===== config.mk =====
export PLATFORM = sky130hd
export DESIGN_NAME = text_buffer_writer
export DESIGN_NICKNAME = d
export VERILOG_FILES = /design/src/rtl/text_buffer_writer.sv
export SDC_FILE = /design/constraint.sdc
export NUM_CORES = 1
export LEC_CHECK = 0
export CAP_MARGIN = 10
export CORE_MARGIN = 2
export CORE_UTILIZATION = 45
export CTS_CLUSTER_DIAMETER = 60
export DETAILED_ROUTE_END_ITERATION = 10
export PLACE_DENSITY_LB_ADDON = 0.05
export SYNTH_ARGS = -nofsm -noshare
export SYNTH_HDL_FRONTEND = slang
export SYNTH_SLANG_ARGS = --single-unit

===== constraint.sdc =====
create_clock -name i_clk -period 5.8 [get_ports i_clk]
set_input_delay 1.16 -clock i_clk [delete_from_list [all_inputs] [get_ports i_clk]]
set_output_delay 1.16 -clock i_clk [all_outputs]
set_load 0.01 [all_outputs]

===== src/rtl/text_buffer_writer.sv =====
// Purpose: ingress text buffer; edits 7-bit ASCII into a line and commits it for the glyph streamer.
// Latency: writes/edits take effect on the transfer edge; read port is registered, 1 cycle.
// Backpressure: o_din_ready drops while a line is committed (DONE) or while i_clear is asserted.
//
// Ports:
//   i_clk, i_reset        single clock, synchronous active-high reset
//   i_din/_valid, o_din_ready   character ingress (transfer = valid & ready)
//   i_clear               empty the buffer and leave DONE
//   i_rd_addr, o_rd_data  streamer read port, FILL_CHAR past the current length
//   o_length, o_done      characters held, line committed flag
module text_buffer_writer #(
  parameter int              WORD_COUNT = 32,
  parameter int              ADDR_W     = $clog2(WORD_COUNT),
  parameter logic [6:0]      FILL_CHAR  = 7'h20
) (
  input  logic              i_clk,
  input  logic              i_reset,
  input  logic [6:0]        i_din,
  input  logic              i_din_valid,
  output logic              o_din_ready,
  input  logic              i_clear,
  input  logic [ADDR_W-1:0] i_rd_addr,
  output logic [6:0]        o_rd_data,
  output logic [ADDR_W:0]   o_length,
  output logic              o_done
);

  typedef enum logic [1:0] {
    S_EMPTY = 2'd0,
    S_FILL  = 2'd1,
    S_DONE  = 2'd2
  } state_t;

  localparam logic [ADDR_W:0] LP_FULL = (ADDR_W+1)'(WORD_COUNT);
  localparam logic [ADDR_W:0] LP_ONE  = (ADDR_W+1)'(1);

  localparam logic [6:0] C_BS  = 7'h08;
  localparam logic [6:0] C_CR  = 7'h0D;
  localparam logic [6:0] C_ESC = 7'h1B;
  localparam logic [6:0] C_DEL = 7'h7F;

  state_t            r_state;
  logic [ADDR_W:0]   r_len;
  logic [6:0]        r_rd_data;
  logic [6:0]        r_mem [WORD_COUNT];

  state_t            w_state_nxt;
  logic [ADDR_W:0]   w_len_nxt;
  logic              w_wr_en;
  logic              w_xfer;
  logic              w_din_ready;
  logic [6:0]        w_rd_nxt;

  // Ready depends only on state and clear so the upstream sees no path from din_valid.
  assign w_din_ready = (r_state != S_DONE) & ~i_clear;
  assign w_xfer      = i_din_valid & w_din_ready;

  always_ff @(posedge i_clk) begin
    if (i_reset) begin
      r_state   <= S_EMPTY;
      r_len     <= '0;
      r_rd_data <= FILL_CHAR;
    end else begin
      r_state   <= w_state_nxt;
      r_len     <= w_len_nxt;
      r_rd_data <= w_rd_nxt;
    end
  end

  always_comb begin
    w_state_nxt = r_state;
    w_len_nxt   = r_len;
    w_wr_en     = 1'b0;
    if (i_clear) begin
      w_state_nxt = S_EMPTY;
      w_len_nxt   = '0;
    end else if (w_xfer) begin
      if (i_din >= 7'h20 && i_din != C_DEL) begin
        // Printable: append; filling the last slot commits the line.
        w_wr_en     = 1'b1;
        w_len_nxt   = r_len + LP_ONE;
        w_state_nxt = (w_len_nxt == LP_FULL) ? S_DONE : S_FILL;
      end else if (i_din == C_BS || i_din == C_DEL) begin
        if (r_len != '0) begin
          w_len_nxt   = r_len - LP_ONE;
          w_state_nxt = (w_len_nxt == '0) ? S_EMPTY : S_FILL;
        end
      end else if (i_din == C_CR) begin
        // Empty lines are never committed.
        if (r_len != '0) begin
          w_state_nxt = S_DONE;
        end
      end else if (i_din == C_ESC) begin
        w_len_nxt   = '0;
        w_state_nxt = S_EMPTY;
      end
    end
  end

  // Storage is not reset; r_len masks stale contents.
  always_ff @(posedge i_clk) begin
    if (w_wr_en && !i_reset) begin
      r_mem[r_len[ADDR_W-1:0]] <= i_din;
    end
  end

  // Uses pre-edge length and contents: read-before-write on a same-address write.
  assign w_rd_nxt = ({1'b0, i_rd_addr} < r_len) ? r_mem[i_rd_addr] : FILL_CHAR;

  assign o_din_ready = w_din_ready;
  assign o_rd_data   = r_rd_data;
  assign o_length    = r_len;
  assign o_done      = (r_state == S_DONE);

endmodule


==> flow_metrics.py, run 1 <==
metrics = {
    "status": {
        "status": "complete, no violations",
    },
    "min_path": {
        "holdCritStartpoint": "r_state[1]$_SDFFE_PP0P_",
        "min_to": "r_state[1]$_SDFFE_PP0P_",
        "hold_path.class": "reg2reg",
        "min_path_cells": 2,
    },
    "flow_run": {
        "max_cap_violations": 0,
    },
    "sta": {
        "setup_tns_ps": 0,
        "fmax_mhz": 265,
        "fin_crit_sh_pct": 65.2,
        "report.final.slew_viol_count": 0,
        "slew_headroom_pct": 33.3,
        "period_minus_slack_ps": 3780,
        "hold_viol": 0,
        "fin_skew_ps": 17.3,
        "rsz0062_at_grt": "no",
        "finalSetupViolCount": 0,
        "worst_pin_slew_ps": 1000,
    },
    "global_routing": {
        "overflow": 0,
        "grt_pass1_vias": 5268,
        "antenna_found_initial": 1,
        "grt_max_degree": 39,
        "grt_pass1_wl_um": 34700,
        "gr-usage-all-layers_pct": 21.1,
    },
    "power_and_ir_drop": {
        "p_per_area_nw_per_um2": 334,
        "p_leak_nw": 3.52,
        "peakVddDrop_uv": 186,
        "fin_total_pwr_mw": 3.74,
    },
    "yosys": {
        "async_flop_share_pct": 0,
        "syn-num-nets": 539,
        "synth_cell_types": 49,
        "synth_edf_count": 224,
        "ys_ff_latch": 239,
        "syn_area_um2": 9740,
        "syn_inst": 515,
        "ys_seq_area_share_pct": 72.1,
        "yosys_warnings": 0,
        "synth_ff_type": "edfxtp_1",
        "syn_avg_cell_area_um2": 18.9,
    },
    "worst_setup_path": {
        "r2r-end": "o_rd_data[0]$_SDFF_PP0_",
        "reg2regPathDepth": 6,
        "crit_fanout": 35,
        "r2r_slack_ps": 3110,
        "criticalPathCategory": "in2reg",
        "critPathLaunchType": "input port",
        "crit_path_end_kind": "flop",
        "required_ps": 5950,
        "critPathArrivalTime_ps": 3930,
        "r2r_start": "o_length[3]$_SDFFE_PP0P_",
    },
    "drt": {
        "drt_iter0_markers": 529,
        "routed_wl_um": 22900,
        "drtPass1Iterations": 5,
        "via_count": 5091,
        "ant_nets": 0,
        "wire_per_inst_um": 26.8,
        "drc": 0,
        "vias_per_cell": 5.98,
    },
    "placed_design": {
        "portBuffers": 30,
        "gp_congestion": 0.882,
        "hpwlAfterDp_um": 14400,
        "place_area_um2": 10300,
    },
    "layout": {
        "diodes": 0,
        "syn_to_final_growth_pct": 14.8,
        "design_area_um2": 11200,
        "fin_util_pct": 52.8,
        "layout.nets": 583,
        "layout-drive-gt1-share_pct": 20.3,
    },
    "cts": {
        "cts.sinks": 239,
        "cts_root_buffer": "clkbuf_16",
        "clk_latency_ps": 530,
        "post-cts-setup-buffers": 0,
        "clk_pin_slew_ps": 60,
        "cts_max_path_buffers": 3,
        "cts_tree": "done",
        "htree_levels": 1,
        "cts_inserted_buffers": 25,
        "cts_resized": 0,
        "hold_buffers": 0,
    },
    "floorplanning": {
        "coreArea_um2": 21200,
        "die_area_um2": 22800,
        "rows": 53,
        "start_util_pct": 46.0,
        "die_height_um": 151,
        "fp.dieW_um": 151,
        "floorplan.io_pins": 31,
    },
}
-- sequential cells by signal, summed over array words and instances, names as in the netlist --
name / flops
o_rd_data: 7
r_mem: 224
r_state: 2
o_length: 6
-- cells in the mapped netlist (2+ instances only) --
cell        n  area share, %
mux2i_1     8           0.82
nor2b_1     7           0.45
mux2_2      2           0.23
o21ai_0     5           0.26
and3_1      2           0.13
clkbuf_1   13           0.50
a22oi_1     3           0.23
nand2_1    15           0.58
ha_1        8            1.0
mux4_2     63             15
nand3_1    11           0.57
inv_1       9           0.35
dfxtp_1    15            3.1
nor3b_1     3           0.23
nand2b_1    2           0.13
buf_6       2           0.23
a21oi_1    14           0.72
o31ai_1     3           0.23
nand4_1     5           0.32
buf_2       6           0.31
a21o_1      2           0.15
edfxtp_1  224             69
nor2_1     43            1.7
a32oi_1     2           0.18
a22o_1      8           0.72
a211oi_1   12           0.93
o22ai_1     2           0.13
nor3_1      3           0.15
xnor2_1     3           0.27
-- critical path, stage by stage --
cell and delay, ps:
clkdlybuf4s50_1 470, buf_4 370, nor2_1 190, a21o_1 260
nor3_1 350, nand2_1 430, nor2_1 670
-- final cells by class --
cell class / instances / area [um^2]
Timing Repair Buffer: 40 / 363
Sequential cell: 239 / 7030
Inverter: 10 / 37.5
Tap cell: 275 / 344
Fill cell: 1691 / 9970
Clock buffer: 33 / 686
Clock inverter: 12 / 160
Multi-Input combinational cell: 243 / 2560
-- cells in the final DEF, fill, tap and decap left out, types with 9 or more instances in the layout --
cell             count
a211oi_1            12
nand3_1             11
nand2_1             15
clkbuf_16           25
mux4_2              63
buf_4               11
edfxtp_1           224
dfxtp_1             15
nor2_1              43
clkdlybuf4s50_1     27
inv_1                9
a21oi_1             14
-- logic make-up (layout without fill, tap and decap cells) --
logic type	Yosys count	in the layout	share of synthesized area, %
xor gates and xnor gates	3	3	0.270
AOI/OAI and AO/OA	61	61	4.50
DFF	239	239	72.1
and+or+nand+nor	98	98	4.89
adders and majority gates	8	8	1.03
muxes	73	73	15.6
buffers and inverters	33	95	1.54
-- per-layer routing --
layer	vias to the layer above	routed length, um	track usage (%)
met5	-	0	0
met1	2703	10500	32.2
met2	156	10700	32.6
met4	0	512	5.70
li1	2211	-	-
met3	21	1140	2.59
-- stage by stage --
| stage | setup slack (ps) | hold WS [ps] | instances |
|---|---|---|---|
| floorplan | 2940 | 443 | 515 |
| global placement | 1560 | 460 | 807 |
| detailed placement | 1460 | 464 | 807 |
| CTS | 1980 | 473 | 852 |
| global route | 1760 | 501 | 852 |
| finish | 2020 | 471 | 852 |
-- worst max path at each step --
stage / endpoint / slack [ps] / from
2_1_floorplan: r_mem[29][0]$_DFFE_PP_ / 2940 / i_din[2]
3_3_place_gp: r_mem[14][0]$_DFFE_PP_ / 1560 / i_din[5]
3_5_place_dp: r_mem[7][1]$_DFFE_PP_ / 1460 / i_din[5]
4_1_cts: r_mem[7][4]$_DFFE_PP_ / 1980 / i_din[5]
5_1_grt: r_mem[7][6]$_DFFE_PP_ / 1760 / i_din[5]
6_report: r_mem[7][6]$_DFFE_PP_ / 2020 / i_din[5]
-- report_power, final --
part           switching [mW]  total (mW)  internal (mW)  leakage, nW
sequential            0.00408        1.89           1.89         2.14
combinational           0.114       0.193         0.0795        0.964
clock                   0.646        1.65           1.01        0.417
total                   0.764        3.74           2.97         3.52
No activity file was read; power rests on OpenSTA's default activity.
==> run 2, diff against run 1 <==
Clock period 5.8 ns to 3.3 ns, I/O delays scaled along.
==> flow_metrics.py, run 2 (synthesized netlist as in run 1, its figures left out) <==
metrics = {
    "sta": {
        "worst_pin_slew_ps": 622,
        "rsz0062_at_grt": "no",
        "hold_viol": 0,
        "period_minus_slack_ps": 2790,
        "fmax_mhz": 359,
        "finalSetupViolCount": 0,
        "fin_skew_ps": 13.6,
        "hold-worst-slack_ps": 484,
        "slew_headroom_pct": 58.5,
        "fin_crit_sh_pct": 84.5,
        "report.final.slew_viol_count": 0,
    },
    "power_and_ir_drop": {
        "peakVddDrop_uv": 324,
        "internal_power_mw": 5.12,
        "switchingPower_mw": 1.33,
        "p_per_area_nw_per_um2": 558,
        "swShare_pct": 20.6,
        "clockPowerShare_pct": 42.8,
        "p_seq_share_pct": 51.6,
        "comb_power_share_pct": 5.6,
        "p_leak_nw": 3.77,
    },
    "cts": {
        "htree_levels": 1,
        "cts.sinks": 239,
        "cts_tree": "done",
        "post-cts-setup-buffers": 0,
        "cts_inserted_buffers": 26,
        "clk_pin_slew_ps": 60,
        "cts_root_buffer": "clkbuf_16",
        "cts_resized": 0,
        "cts_max_path_buffers": 3,
        "clk_latency_ps": 520,
        "hold_buffers": 0,
    },
    "placed_design": {
        "hpwlAfterDp_um": 15200,
        "portBuffers": 30,
        "gp_congestion": 0.833,
        "place_area_um2": 10700,
    },
    "worst_setup_path": {
        "critPathArrivalTime_ps": 3010,
        "criticalPathCategory": "in2reg",
        "critPathTopFamily": "simple AND/OR/NAND/NOR gates",
        "crit_slowest_cell": "clkdlybuf4s50_1",
        "worstPathCellList": "clkdlybuf4s50_1 > and4_1 > a21o_1 > nor3_1 > nand2_1 > nor2_1 > buf_4",
        "critical_path_buf_inv_count": 2,
        "required_ps": 3520,
        "critPathLaunchType": "input port",
        "crit_path_end_kind": "flop",
        "slowest_delay_ps": 600,
        "crit_fanout": 8,
    },
    "drt": {
        "drc": 0,
        "drtPass1Iterations": 5,
        "via_count": 5228,
        "routed_wl_um": 22500,
        "drt_iter0_markers": 458,
        "wire_per_inst_um": 25.0,
        "ant_nets": 0,
        "vias_per_cell": 5.81,
    },
    "layout": {
        "syn_to_final_growth_pct": 18.6,
        "final_common_cell": "edfxtp_1",
        "largest_reg_flops": 224,
        "multi_input_area_um2": 2560,
        "layout.nets": 633,
        "diodes": 0,
        "seqCellArea_um2": 7030,
        "mostFrequentLayoutCells": "edfxtp_1 (224), mux4_2 (63), buf_4 (57)",
        "fill_cells": 1688,
        "design_area_um2": 11500,
        "layout-drive-gt1-share_pct": 26.4,
    },
    "floorplanning": {
        "fp.dieW_um": 151,
        "start_util_pct": 46.0,
        "coreArea_um2": 21200,
        "rows": 53,
        "die_area_um2": 22800,
        "floorplan.io_pins": 31,
        "die_height_um": 151,
    },
    "global_routing": {
        "overflow": 0,
        "grt_max_degree": 33,
        "gr-usage-all-layers_pct": 20.9,
        "antenna_found_initial": 0,
        "grt_pass1_wl_um": 34600,
        "grt_pass1_vias": 5491,
    },
    "flow_run": {
        "max_cap_violations": 0,
    },
    "status": {
        "status": "complete, no violations",
    },
    "min_path": {
        "hold_path.class": "reg2reg",
    },
}
-- run 2: changes by cell type in the layout (fill, tap and decap cells not counted), sizes merged --
cell / before / now
buf: 13 / 62
clkbuf: 33 / 32
bufinv: 4 / 2
clkinv: 8 / 10
clkinvlp: 0 / 1
inv: 10 / 9
-- run 2: worst reg2reg max path: cells and delay by family (launching register included) --
kind	cells	cell delay [ps]
and+or+nand+nor	3	730
adders and majority gates	1	350
xor gates and xnor gates	1	210
DFF	1	620
AOI/OAI and AO/OA	1	140
buffers and inverters	1	240
-- run 2: through the flow --
stage                     total power [mW]  utilization [%]  instances  TNS [ps]  worst slack, ps
final                                 6.44             54.6        900         0              513
after global routing                  6.65             54.6        900         0              256
after CTS                             6.51             54.6        900         0              520
after detailed placement              3.76             50.8        856      -108            -11.5
after global placement                3.75             50.8        856         0             49.5
after floorplan                       3.58                -        515         0              944
-- run 2: layout make-up --
type                       count  area share, %
sequential                   239           60.8
tap                          275           2.98
inverter                      10          0.325
clock inverter                12           1.01
timing repair buffer          89           6.65
clock buffer                  32           6.01
multi-input combinational    243           22.2
-- run 2: worst paths after layout --
check                                               from                 endpoint  slack, ps  depth (start not counted)
worst max register to register  o_length[0]$_SDFFE_PP0P_  r_state[0]$_SDFFE_PP0P_        880                          7
worst min-delay path             r_state[0]$_SDFFE_PP0P_  r_state[0]$_SDFFE_PP0P_        480                          2
worst max-delay path                            i_din[5]   r_mem[25][3]$_DFFE_PP_        510                          7
worst min register to register   r_state[0]$_SDFFE_PP0P_  r_state[0]$_SDFFE_PP0P_        480                          2
-- run 2: per-layer routing --
metal | track usage [%] | part of all wire, % | vias to the layer above | wire length, um
met5 | 0 | 0 | - | 0
met4 | 6.36 | 2.9 | 0 | 658
met3 | 3.43 | 6.1 | 32 | 1390
met2 | 32.6 | 47 | 180 | 10500
met1 | 30.5 | 44 | 2709 | 9990
li1 | - | - | 2307 | -
-- run 2: power groups by stage --
stage	Combinational [mW]	Sequential, mW	Clock, mW
after CTS	0.368	3.33	2.81
after floorplan	0.186	3.39	0
after global routing	0.389	3.33	2.94
after detailed placement	0.367	3.39	0
final	0.360	3.33	2.76
after global placement	0.363	3.39	0
==> run 3, diff against run 2 <==
Clock period 3.3 ns to 2.75 ns, I/O delays scaled along.
==> flow_metrics.py, run 3 (synthesized netlist as in run 1, its figures left out) <==
metrics = {
    "worst_setup_path": {
        "critPathLaunchType": "input port",
        "criticalPathCategory": "in2reg",
        "crit_path_end_kind": "flop",
        "slowest_delay_ps": 580,
        "crit_fanout": 8,
        "worstPathCellList": "clkdlybuf4s50_1 > and4_1 > a21o_1 > nor3_1 > buf_4 > nand2_1 > buf_12 > nor2_1 > buf_4",
        "crit_slowest_cell": "clkdlybuf4s50_1",
        "crit_top_cell": "buf_4",
        "required_ps": 2970,
        "critPathArrivalTime_ps": 2660,
    },
    "drt": {
        "drt_iter0_markers": 407,
        "drtPass1Iterations": 5,
        "via_count": 5288,
        "vias_per_cell": 5.67,
        "routed_wl_um": 22600,
        "wire_per_inst_um": 24.2,
        "drc": 0,
        "ant_nets": 0,
    },
    "global_routing": {
        "antenna_found_initial": 1,
        "grt_use_met1_pct": 30.7,
        "grt_max_degree": 40,
        "overflow": 0,
        "gr-usage-all-layers_pct": 20.6,
        "grt_pass1_wl_um": 33900,
        "use_met3_pct": 2.95,
        "grt-busiest-layer": "met2",
        "grt_pass1_vias": 5456,
        "met2_usage_pct": 32.3,
    },
    "floorplanning": {
        "start_util_pct": 46.0,
        "coreArea_um2": 21200,
        "rows": 53,
        "die_height_um": 151,
        "fp.dieW_um": 151,
        "die_area_um2": 22800,
        "floorplan.io_pins": 31,
    },
    "cts": {
        "cts_resized": 0,
        "post-cts-setup-buffers": 0,
        "clk_latency_ps": 520,
        "clk_pin_slew_ps": 60,
        "htree_levels": 1,
        "cts_inserted_buffers": 25,
        "cts_max_path_buffers": 3,
        "hold_buffers": 0,
        "cts.sinks": 239,
        "cts_root_buffer": "clkbuf_16",
        "cts_tree": "done",
    },
    "sta": {
        "finalSetupViolCount": 0,
        "slew_headroom_pct": 40.3,
        "fmax_mhz": 409,
        "fin_skew_ps": 19.9,
        "worst_slack_ps": 302,
        "worst_pin_slew_ps": 891,
        "period_minus_slack_ps": 2450,
        "hold_viol": 0,
        "rsz0062_at_grt": "no",
        "fin_crit_sh_pct": 89.0,
        "report.final.slew_viol_count": 0,
    },
    "layout": {
        "layout.nets": 662,
        "mostFrequentLayoutCells": "edfxtp_1 (224), buf_4 (83), mux4_2 (63)",
        "largest_reg_flops": 224,
        "layout-drive-gt1-share_pct": 30.0,
        "syn_to_final_growth_pct": 21.3,
        "fin_util_pct": 55.8,
        "final_common_cell": "edfxtp_1",
        "fill_cells": 1648,
    },
    "placed_design": {
        "post-place-ws_ps": -194,
        "gp_congestion": 0.874,
        "hpwlAfterDp_um": 15200,
        "portBuffers": 30,
    },
    "power_and_ir_drop": {
        "p_per_area_nw_per_um2": 652,
        "p_leak_nw": 3.93,
        "peakVddDrop_uv": 494,
    },
    "flow_run": {
        "max_cap_violations": 0,
    },
    "status": {
        "status": "complete, no violations",
    },
    "min_path": {
        "hold_path.class": "reg2reg",
    },
}
run 3: changes by cell type in the layout (fill, tap and decap cells not counted), moves of 2 or more:
cell	previous run	this run
buf_4	57	83
clkinv_2	4	7
clkbuf_8	0	2
buf_12	3	7
clkbuf_16	27	25
clkinv_1	4	1
inv_6	0	2
clkbuf_1	5	8
clkinv_4	2	0
run 3: layer usage:
layer  vias up  share of wire [%]
li1       2376                  -
met1      2740                 47
met2       145                 47
met3        27                4.7
met4         0                2.0
met5         -                  0
run 3: cell type report:
| class | count | area, um^2 | share of cell area (%) |
|---|---|---|---|
| diodes | 1 | 2.50 | 0.0212 |
| clock buffers | 35 | 683 | 5.78 |
| clock inverters | 11 | 113 | 0.953 |
| inverters | 10 | 37.5 | 0.318 |
| multi-input cells | 243 | 2560 | 21.7 |
| flip-flops and latches | 239 | 7030 | 59.5 |
| well taps | 275 | 344 | 2.91 |
| repair buffers | 119 | 1040 | 8.83 |
run 3: final timing paths:
kind	slack, ps	start	endpoint	cells past startpoint
min reg2reg	470	r_state[1]$_SDFFE_PP0P_	r_state[1]$_SDFFE_PP0P_	2
max reg2reg	530	o_length[1]$_SDFFE_PP0P_	o_rd_data[3]$_SDFF_PP0_	6
min	470	r_state[1]$_SDFFE_PP0P_	r_state[1]$_SDFFE_PP0P_	2
max	300	i_din[5]	r_mem[7][6]$_DFFE_PP_	9
run 3: worst max-delay path: cells and delay by family:
family / cells / cell delay, ps
buf+inv: 4 / 1120
simple gates: 4 / 800
compound gates: 1 / 190
run 3: stage by stage:
step                      hold slack (ps)  cells  instance area [um^2]  TNS [ps]  power, mW
after floorplan                       443    515                  9740         0       4.29
after global placement                457    886                 11000    -18310       4.52
after detailed placement              470    886                 11000    -31170       4.53
after CTS                             478    932                 11800         0       7.78
after global routing                  497    932                 11800         0       7.96
final                                 471    933                 11800         0       7.70
run 3: power breakdown:
group	leakage, nW	internal, mW	switching, mW	total [mW]
registers	2.14	3.98	0.00489	3.99
logic	1.40	0.208	0.250	0.458
clock network	0.397	1.93	1.33	3.25
